$ cat config.mk
export PLATFORM = sky130hd
export DESIGN_NAME = score_keeper
export DESIGN_NICKNAME = d
export VERILOG_FILES = /design/src/rtl/score_keeper.sv
export SDC_FILE = /design/constraint.sdc
export NUM_CORES = 1
export LEC_CHECK = 0
export CORE_MARGIN = 5
export CORE_UTILIZATION = 35
export CTS_CLUSTER_SIZE = 14
export DETAILED_ROUTE_END_ITERATION = 10
export GPL_TIMING_DRIVEN = 0
export PLACE_DENSITY = 0.54
export SETUP_SLACK_MARGIN = 0.5
export SLEW_MARGIN = 25
export SYNTH_ARGS = -nofsm -noshare
export SYNTH_HDL_FRONTEND = slang
export SYNTH_SLANG_ARGS = --single-unit
$ cat constraint.sdc
create_clock -name clk -period 2.75 [get_ports clk]
set_input_delay 0.55 -clock clk [delete_from_list [all_inputs] [get_ports clk]]
set_output_delay 0.55 -clock clk [all_outputs]
set_load 0.05 [all_outputs]
$ cat src/rtl/score_keeper.sv
// rtl/score_keeper.sv - Pong score keeper: point scoring, post-point ball hold, game over and serve restart.
// Collisions and VSync are edge-detected in the clk domain; Serve is synchronized first.
module score_keeper #(
  parameter int WIN_SCORE   = 9,
  parameter int HOLD_FRAMES = 60
) (
  input  logic       clk,
  input  logic       reset,
  input  logic       VSync,
  input  logic       LftCollision,
  input  logic       RgtCollision,
  input  logic       Serve,
  output logic [3:0] ScoreL,
  output logic [3:0] ScoreR,
  output logic       BallHold,
  output logic       GameOver,
  output logic [1:0] Winner
);

  typedef enum logic [1:0] {
    PLAY = 2'b00,
    HOLD = 2'b01,
    OVER = 2'b10
  } state_t;

  localparam logic [3:0] WIN = 4'(WIN_SCORE);
  localparam logic [7:0] HF  = 8'(HOLD_FRAMES);

  state_t     state_q, state_d;
  logic [3:0] scl_q, scl_d, scr_q, scr_d;
  logic [1:0] win_q, win_d;
  logic [7:0] cnt_q, cnt_d;
  logic       hold_q, over_q;
  logic       lft_q, rgt_q, vs_q;
  logic       srv1_q, srv2_q, srv3_q;

  logic lft_rise, rgt_rise, vs_fall, serve_rise;

  assign lft_rise   = LftCollision & ~lft_q;
  assign rgt_rise   = RgtCollision & ~rgt_q;
  assign vs_fall    = ~VSync & vs_q;
  assign serve_rise = srv2_q & ~srv3_q;

  always_comb begin
    state_d = state_q;
    scl_d   = scl_q;
    scr_d   = scr_q;
    win_d   = win_q;
    cnt_d   = cnt_q;
    case (state_q)
      PLAY: begin
        // A simultaneous hit on both walls is ambiguous, so neither side scores.
        if (lft_rise ^ rgt_rise) begin
          if (lft_rise) begin
            if (scr_q < WIN) scr_d = scr_q + 4'd1;
            if (scr_d == WIN) begin
              state_d = OVER;
              win_d   = 2'b10;
            end else begin
              state_d = HOLD;
              cnt_d   = HF;
            end
          end else begin
            if (scl_q < WIN) scl_d = scl_q + 4'd1;
            if (scl_d == WIN) begin
              state_d = OVER;
              win_d   = 2'b01;
            end else begin
              state_d = HOLD;
              cnt_d   = HF;
            end
          end
        end
      end
      HOLD: begin
        if (vs_fall) begin
          if (cnt_q <= 8'd1) begin
            cnt_d   = 8'd0;
            state_d = PLAY;
          end else begin
            cnt_d = cnt_q - 8'd1;
          end
        end
      end
      OVER: begin
        if (serve_rise) begin
          scl_d   = 4'd0;
          scr_d   = 4'd0;
          win_d   = 2'b00;
          cnt_d   = HF;
          state_d = HOLD;
        end
      end
      default: state_d = PLAY;
    endcase
  end

  always_ff @(posedge clk or posedge reset) begin
    if (reset) begin
      state_q <= PLAY;
      scl_q   <= 4'd0;
      scr_q   <= 4'd0;
      win_q   <= 2'b00;
      cnt_q   <= 8'd0;
      hold_q  <= 1'b0;
      over_q  <= 1'b0;
      lft_q   <= 1'b0;
      rgt_q   <= 1'b0;
      vs_q    <= 1'b1;
      srv1_q  <= 1'b0;
      srv2_q  <= 1'b0;
      srv3_q  <= 1'b0;
    end else begin
      state_q <= state_d;
      scl_q   <= scl_d;
      scr_q   <= scr_d;
      win_q   <= win_d;
      cnt_q   <= cnt_d;
      hold_q  <= (state_d != PLAY);
      over_q  <= (state_d == OVER);
      lft_q   <= LftCollision;
      rgt_q   <= RgtCollision;
      vs_q    <= VSync;
      srv1_q  <= Serve;
      srv2_q  <= srv1_q;
      srv3_q  <= srv2_q;
    end
  end

  assign ScoreL   = scl_q;
  assign ScoreR   = scr_q;
  assign Winner   = win_q;
  assign BallHold = hold_q;
  assign GameOver = over_q;

endmodule

==> flow_summary_export.csv <==
group,metric,value,unit
outcome,status,"completed",
detailed_routing,drt-initial-drc-count,250,
min_path,hold_path.class,"reg -> reg",
synthesis,synthTopCellsByArea,"dfrtp_1, o21ai_0, ha_1",
placed_design,routabilityCongestion,0.799,
synthesis,ys_top_cells_by_count,"dfrtp_1, o21ai_0, nand2_1",
synthesis,synth_top_area_cell,"dfrtp_1",
setup_path,critPathRequiredTime,2200,ps
clocking,cts_hold_buf,0,
power,leakage,0.000852,µW
sta,setup_viol,0,
synthesis,ys.flop_type,"dfrtp_1",
finish,drive_gt1_share,14.1,%
synthesis,synth_edf_count,0,
clocking,cts_tree,"built",
global_route,grt_util_all_layers,12.2,%
synthesis,synth.cell_area,1630,µm²
setup_path,crit_buf_inv,1,
clocking,cts_buffers,3,
sta,rsz0062_at_grt,"no",
setup_path,start_kind,"register",
detailed_routing,wl_per_cell,14.4,µm
clocking,cts_sinks,28,
setup_path,path_class,"reg -> out",
die,dieArea,6130,µm²
synthesis,ys_seq_area_share,43.0,%
clocking,clkTransAtPathRegs,100,ps
sta,fin_crit,2160,ps
finish,fin_nets,205,
sta,slew_violations,0,
global_route,grt_first_pass_wirelength,6080,µm
setup_path,cp_cell_sequence,"clkdlybuf4s50_1",
sta,slew_headroom,58.4,%
detailed_routing,drcViolationCount,0,
sta,min_period_over_period,78.6,%
sta,setup_tns,0,ps
setup_path,worstPathMaxFanout,8,
placed_design,dpl.hpwl,2600,µm
detailed_routing,wl,3520,µm
sta,skew,7.36,ps
die,initial_utilization,36.7,%
synthesis,synth_most_common_cell,"dfrtp_1",
global_route,grt_max_degree,29,
setup_path,cp_data_arrival_time,1610,ps
placed_design,pre_cts_ws,446,ps
die,io_pins,18,
synthesis,syn_inst,171,
sta,tightest_slew,619,ps
synthesis,synth-async-reset-ratio,100,%
global_route,grt.overflow.total,0,
finish,post-route-util,43.9,%
die,die_w,78.3,µm
setup_path,crit_slowest_cell,"clkdlybuf4s50_1",
sta,finalHoldWorstSlack,364,ps
synthesis,synth_area_per_cell,9.55,µm²
job,drv_cap,0,
setup_path,endpoint_kind,"output port",
finish,syn2layout_area_growth,19.5,%
clocking,cts_buffer_depth,2,
synthesis,ys_seq_elements,28,
power,ir_worst_vdd,302,µV
sta,timing.final.hold_violations,0,
clocking,root_buffer,"clkbuf_8",
synthesis,yosys_warnings,0,
clocking,cts-htree-levels,1,
clocking,cts_setup_buffers,0,
detailed_routing,vias_per_cell,5.61,
sta,setup_ws,589,ps
die,placementRows,24,
synthesis,synth_nets,183,
placed_design,portBuffers,17,
setup_path,critPathMaxStageDelay,850,ps
die,coreArea,4440,µm²
detailed_routing,dr.pass1.iters,4,
global_route,antenna_found_initial,0,
finish,antenna_cells,0,
synthesis,yosysUniqueCellTypes,46,
clocking,insertion_delay,280,ps
synthesis,synth_top_area_share,41.4,%
power,power.density,895,nW/µm²
detailed_routing,num_vias,1369,
die,die_y,78.3,µm
detailed_routing,ant_nets,0,
sta,fmax,463,MHz
setup_path,crit_family,"buffers and inverters",
global_route,grt_pass1_vias,1317,
-- registers in the layout (all words and copies together), names as in the netlist --
register / count
ScoreR: 4
Winner: 2
srv1_q: 1
state_q: 2
vs_q: 1
rgt_q: 1
srv2_q: 1
GameOver: 1
cnt_q: 8
srv3_q: 1
BallHold: 1
lft_q: 1
ScoreL: 4
-- stage by stage --
stage / total power (µW) / instances / instance area [µm²]
3_5_place_dp: 1410 / 240 / 1870
2_1_floorplan: 1200 / 171 / 1630
5_1_grt: 1860 / 244 / 1950
3_3_place_gp: 1390 / 240 / 1870
6_report: 1740 / 244 / 1950
4_1_cts: 1750 / 244 / 1940
-- path summary, 6_finish.rpt --
path | depth (start not counted) | slack (ps) | start | to
worst max register to register | 9 | 670 | cnt_q[0] | cnt_q[7]
worst min register to register | 0 | 360 | srv1_q | srv2_q
max in group asynchronous | 2 | 1700 | reset | ScoreR[2]
worst max-delay path | 1 | 590 | ScoreL[0] | ScoreL[0]
min in group asynchronous | 2 | 650 | reset | ScoreR[1]
worst min-delay path | 0 | 360 | srv1_q | srv2_q
-- cell type report --
class / count / area (µm²)
inverters: 14 / 52.6
fillers: 427 / 2490
flip-flops and latches: 28 / 702
clock inverters: 1 / 30.0
repair buffers: 17 / 175
clock buffers: 3 / 41.3
plain buffers: 5 / 50.0
multi-input cells: 124 / 835
well taps: 52 / 65.1
-- what timing repair did --
item                       in CTS  in global routing
gates resized for setup         0                  3
hold endpoints to repair        0                  0
setup endpoints to repair       0                  4
-- cell usage in the layout (no fill, tap or decap), types with 2 or more instances in the layout --
cell             synthesis  final
a31oi_1                  5      5
nand2b_1                 7      7
nor2b_1                  2      2
ha_1                     6      6
nand3b_1                 2      2
o21ai_0                 19     19
nand2_1                 18     18
nand2b_4                 4      4
nor2_1                  11     11
nand3_1                  2      2
a41oi_1                  2      2
inv_1                   14     13
nor4_1                   4      3
dlymetal6s2s_1           0      2
a21oi_1                  9      9
o41ai_2                  2      2
o31ai_1                  2      2
buf_6                    4      4
o21ai_1                  2      2
nor3_1                   3      3
clkbuf_8                 0      3
dfrtp_1                 27     27
clkdlybuf4s50_1          0     15
-- routing by layer --
layer  routed length (µm)  global-route usage [%]  up-vias
met3                  177                    3.43       10
met2                 1710                    20.8       45
met1                 1550                    14.9      658
li1                     -                       -      656
met5                    0                       0        -
met4                   84                    4.37        0
-- logic make-up (layout without fill, tap and decap cells) --
group	Yosys count	in the layout	share of synthesized area [%]
and+or+nand+nor	62	62	21.9
AOI/OAI and AO/OA	54	54	22.6
DFF	28	28	43.0
buffers and inverters	19	40	6.28
adders and majority gates	6	6	4.60
xor gates and xnor gates	1	1	0.996
muxes	1	1	0.613
-- where the power goes --
part,switching (µW),internal [µW]
logic,465,310
registers,138,505
clock network,132,195
total,735,1010
Note: power is estimated with default switching activity, not from simulation.
==> RTL edit 1 (same settings) <==
Reset style: synchronous (`reset`), changed in one clocked block.
--- a/src/rtl/score_keeper.sv
+++ b/src/rtl/score_keeper.sv
@@ -95,7 +95,7 @@
     endcase
   end
 
-  always_ff @(posedge clk or posedge reset) begin
+  always_ff @(posedge clk) begin
     if (reset) begin
       state_q <= PLAY;
       scl_q   <= 4'd0;
Check against the original RTL: differs if reset is asserted again (counterexample within 4 cycles, from zero or initial values and one cycle with reset high); with reset held inactive, the same outputs for 10 cycles.
==> RTL edit 1 against the unedited design <==
- count of clock-buffer cells in the layout up 1
- routed wire length up 7.8%
- cell area up 0.19%
- register-to-register slack worse by 50 ps
- critical path depth unchanged
- synthesized area down 1.4%
- sequential cell count unchanged
- setup slack better by 25 ps
- utilization up 0.38 points
- fmax up 1.1%
- synthesized cell count up 13%
Power is not compared: it rests on default switching activity, and its combinational part moved more than twofold at a synthesized area within 25%.
==> RTL edit 1: results (changes against the unedited design) <==
placed wire-length estimate after detailed placement=2760 um (+6.2%); run status=complete, no violations; GRT met2 Usage=0.197 (-0.0111); post-CTS setup repair buffer count=1 (+1); count of nets after finishing=230 (+12%); Worst Hold Class=register to register; via count of the routed design=1469 (+7.3%); share of synthesized flip-flops with an asynchronous set or reset=0 (-1.00); Worst Skew=6.12 ps (-1.24 ps); Clock Root Buffer=clkbuf_8; synth top area cells=dfxtp_1 35%, a21oi_1 5.3%, ha_1 4.7%; average routed wire per standard cell=14.1 um (-2.2%); number of nets produced by synthesis=206 (+13%); DR WL met3=123 um (-31%); Placer Congestion=0.833 (+4.4%); Max Fanout on Critical Path=7 (-1); met3 Use GR=0.0208 (-0.0135); DRT iter0 DRCs=107 (-57%); most used standard cells in the synthesized netlist=28 x dfxtp_1, 17 x a21oi_1, 16 x nor2_1; commonest register cell after synthesis=dfxtp_1; first-pass GRT wire length=6350 um (+4.4%); Post-CTS Resized=2 (+2); fraction of layout instances using a drive strength above 1=0.111 (-0.0300); met1 layer wirelength in the final routing=1890 um (+22%); Slew headroom=0.519 (-0.0646); met2 wire length=1730 um (+1.1%); number of global-route vias before repair=1341 (+1.8%); maximum number of pins on one net before global-route repair=16 (-45%); sequential area share after synthesis=0.348 (-0.0818)
[RTL edit 1: cell types whose count changed after synthesis, sizes merged, moves of 5 or more]
cell    delta
clkbuf     +5
o21ai      -8
nand2      -9
nor2b      +9
dfxtp     +28
a21oi      +7
nor3       +5
dfrtp     -27
nand3      +6
[RTL edit 1: cells by family after synthesis]
logic type / count (synthesis) / synth area share
adders and majority gates: 6 / 0.0466
DFF: 28 / 0.348
AOI/OAI and AO/OA: 61 / 0.271
and+or+nand+nor: 79 / 0.268
buffers and inverters: 16 / 0.0420
xor gates and xnor gates: 1 / 0.00544
muxes: 3 / 0.0186
[RTL edit 1: worst register-to-register path, cell delays in order, from the launching register on]
cell and delay, ps:
dfxtp_4 370, inv_1 70, ha_2 190, nand2b_1 130, a221o_1 300, or2_4 270, o2111ai_4 360, nand2_4 130
a211oi_2 240
[RTL edit 1: metrics by stage]
stage	hold WS, ps	util	std cells	worst slack, ps	instance area (sq um)
finish	451	0.443	269	613	1950
global route	462	0.443	269	484	1950
CTS	454	0.435	268	481	1920
detailed placement	428	0.419	263	158	1850
global placement	423	0.419	263	222	1850
floorplan	414	-	194	505	1610
[RTL edit 1: path summary, 6_finish.rpt]
path                            slack [ps]  cells past startpoint         to      start
worst min register to register         450                      1     srv2_q     srv1_q
worst max register to register         620                      8   cnt_q[6]  ScoreL[0]
worst max-delay path                   610                      1  ScoreR[0]  ScoreR[0]
worst min-delay path                   450                      1     srv2_q     srv1_q
[RTL edit 1: area by class of cell]
class	count	area [sq um]
tap	52	65.1
fill	435	2460
inverter	10	37.5
multi-input combinational	150	1020
clock buffer	4	55.1
buffer	6	30.0
sequential	28	566
timing repair buffer	19	185
==> RTL edit 2 (same flow settings) <==
Made on the original files. Change the parameter `WIN_SCORE` from 9 to 6.
--- a/src/rtl/score_keeper.sv
+++ b/src/rtl/score_keeper.sv
@@ -1,7 +1,7 @@
 // rtl/score_keeper.sv - Pong score keeper: point scoring, post-point ball hold, game over and serve restart.
 // Collisions and VSync are edge-detected in the clk domain; Serve is synchronized first.
 module score_keeper #(
-  parameter int WIN_SCORE   = 9,
+  parameter int WIN_SCORE   = 6,
   parameter int HOLD_FRAMES = 60
 ) (
   input  logic       clk,
Check against the original RTL: same outputs for any inputs over 10 cycles, from zero or initial values and one cycle with reset high; that may be too few to reach the edited logic, so the function may still have changed.
==> RTL edit 2 against the unedited design <==
- routed wire length is 2.3% higher
- sequential cell count stayed put
- power is 6.7% higher
- highest routed layer unchanged
- worst hold slack better by 3.1 ps
- fmax is 0.30% lower
- largest power group unchanged
- synthesized area is 5.8% lower
- setup slack worse by 6.4 ps
- global-route usage is 0.44 points higher
- cell area is 5.2% lower
==> RTL edit 2: results (changes against the unedited design) <==
run status=complete, no violations; fraction of layout instances using a drive strength above 1=0.165 (+0.0241); most used standard cells in the synthesized netlist=27 x dfrtp_1, 15 x nand2_1, 11 x a21oi_1, 11 x nor2_1, 9 x inv_1; Placer Congestion=0.824 (+3.2%); number of nets produced by synthesis=165 (-9.8%); reg2reg start=ScoreL[1]; global-route total usage across every layer=0.127 (+0.00436); pre-CTS setup slack=332 ps (-114 ps); Internal Dissipation=1.06 mW (+4.8%); Peak supply drop=491 uV (+62%); via count of the routed design=1237 (-9.6%); fin crit share=0.788 (+0.00233); worst setup path start=ScoreL[2]; standard cell with the maximum stage delay on the critical path=clkdlybuf4s50_1; average routed wire per standard cell=15.8 um (+9.5%); DRT iter0 DRCs=79 (-68%); P_leak=0.767 nW (-9.9%); via density per instance=5.43 (-3.3%); number of global-route vias before repair=1307 (-0.76%); Slew headroom=0.603 (+0.0188); number of placed instances with taps included=224 (-6.7%); H-tree depth=1 (unchanged); post-placement cell area=1770 sq um (-5.1%); placed wire-length estimate after detailed placement=2660 um (+2.3%); Worst Skew=5.05 ps (-2.31 ps); number of cells produced by synthesis=155 (-9.4%); first-pass GRT wire length=6170 um (+1.5%); Antenna Cells=0 (unchanged); number of distinct standard cells referenced by the synthesized netlist=51 (+11%); sequential area share after synthesis=0.456 (+0.0266)
RTL edit 2: kinds of logic (layout without fill, tap and decap cells):
logic type                 after synthesis  count (layout)  share of synthesized area
AOI/OAI and AO/OA                       50              50                      0.249
xor gates and xnor gates                 3               3                     0.0220
adders and majority gates                4               4                     0.0325
buffers and inverters                   14              35                     0.0374
DFF                                     28              28                      0.456
muxes                                    3               3                     0.0212
and+or+nand+nor                         53              53                      0.181
RTL edit 2: area by class of cell:
class,count,area share
clock buffer,3,0.0223
tap,52,0.0352
clock inverter,1,0.0162
timing repair buffer,17,0.0934
inverter,9,0.0183
buffer,5,0.0129
sequential,28,0.380
multi-input combinational,113,0.422
RTL edit 2: final timing paths:
| check | to | cells past startpoint | slack, ps |
|---|---|---|---|
| min | srv2_q | 0 | 370 |
| max reg2reg | cnt_q[7] | 6 | 700 |
| min reg2reg | srv2_q | 0 | 370 |
| max in group asynchronous | cnt_q[4] | 2 | 1710 |
| max | ScoreL[2] | 1 | 580 |
| min in group asynchronous | ScoreR[0] | 2 | 650 |
RTL edit 2: what timing repair did:
| action | in CTS | in global routing |
|---|---|---|
| resized for setup | 0 | 2 |
| hold buffers | 0 | 0 |
| setup endpoints to repair | 0 | 2 |
RTL edit 2: layer usage:
metal	GRT usage	wire [um]	vias to the layer above
met5	0	0	-
met4	0.0420	44	0
met3	0.0201	123	5
met2	0.217	1800	30
li1	-	-	610
met1	0.161	1630	592
RTL edit 2: power groups by stage:
stage          registers [mW]  clock network, mW  logic, mW
2_1_floorplan           0.801                  0      0.488
5_1_grt                 0.653              0.358      0.978
3_3_place_gp            0.636                  0      0.877
6_report                0.638              0.334      0.890
3_5_place_dp            0.643                  0      0.896
4_1_cts                 0.636              0.336      0.901
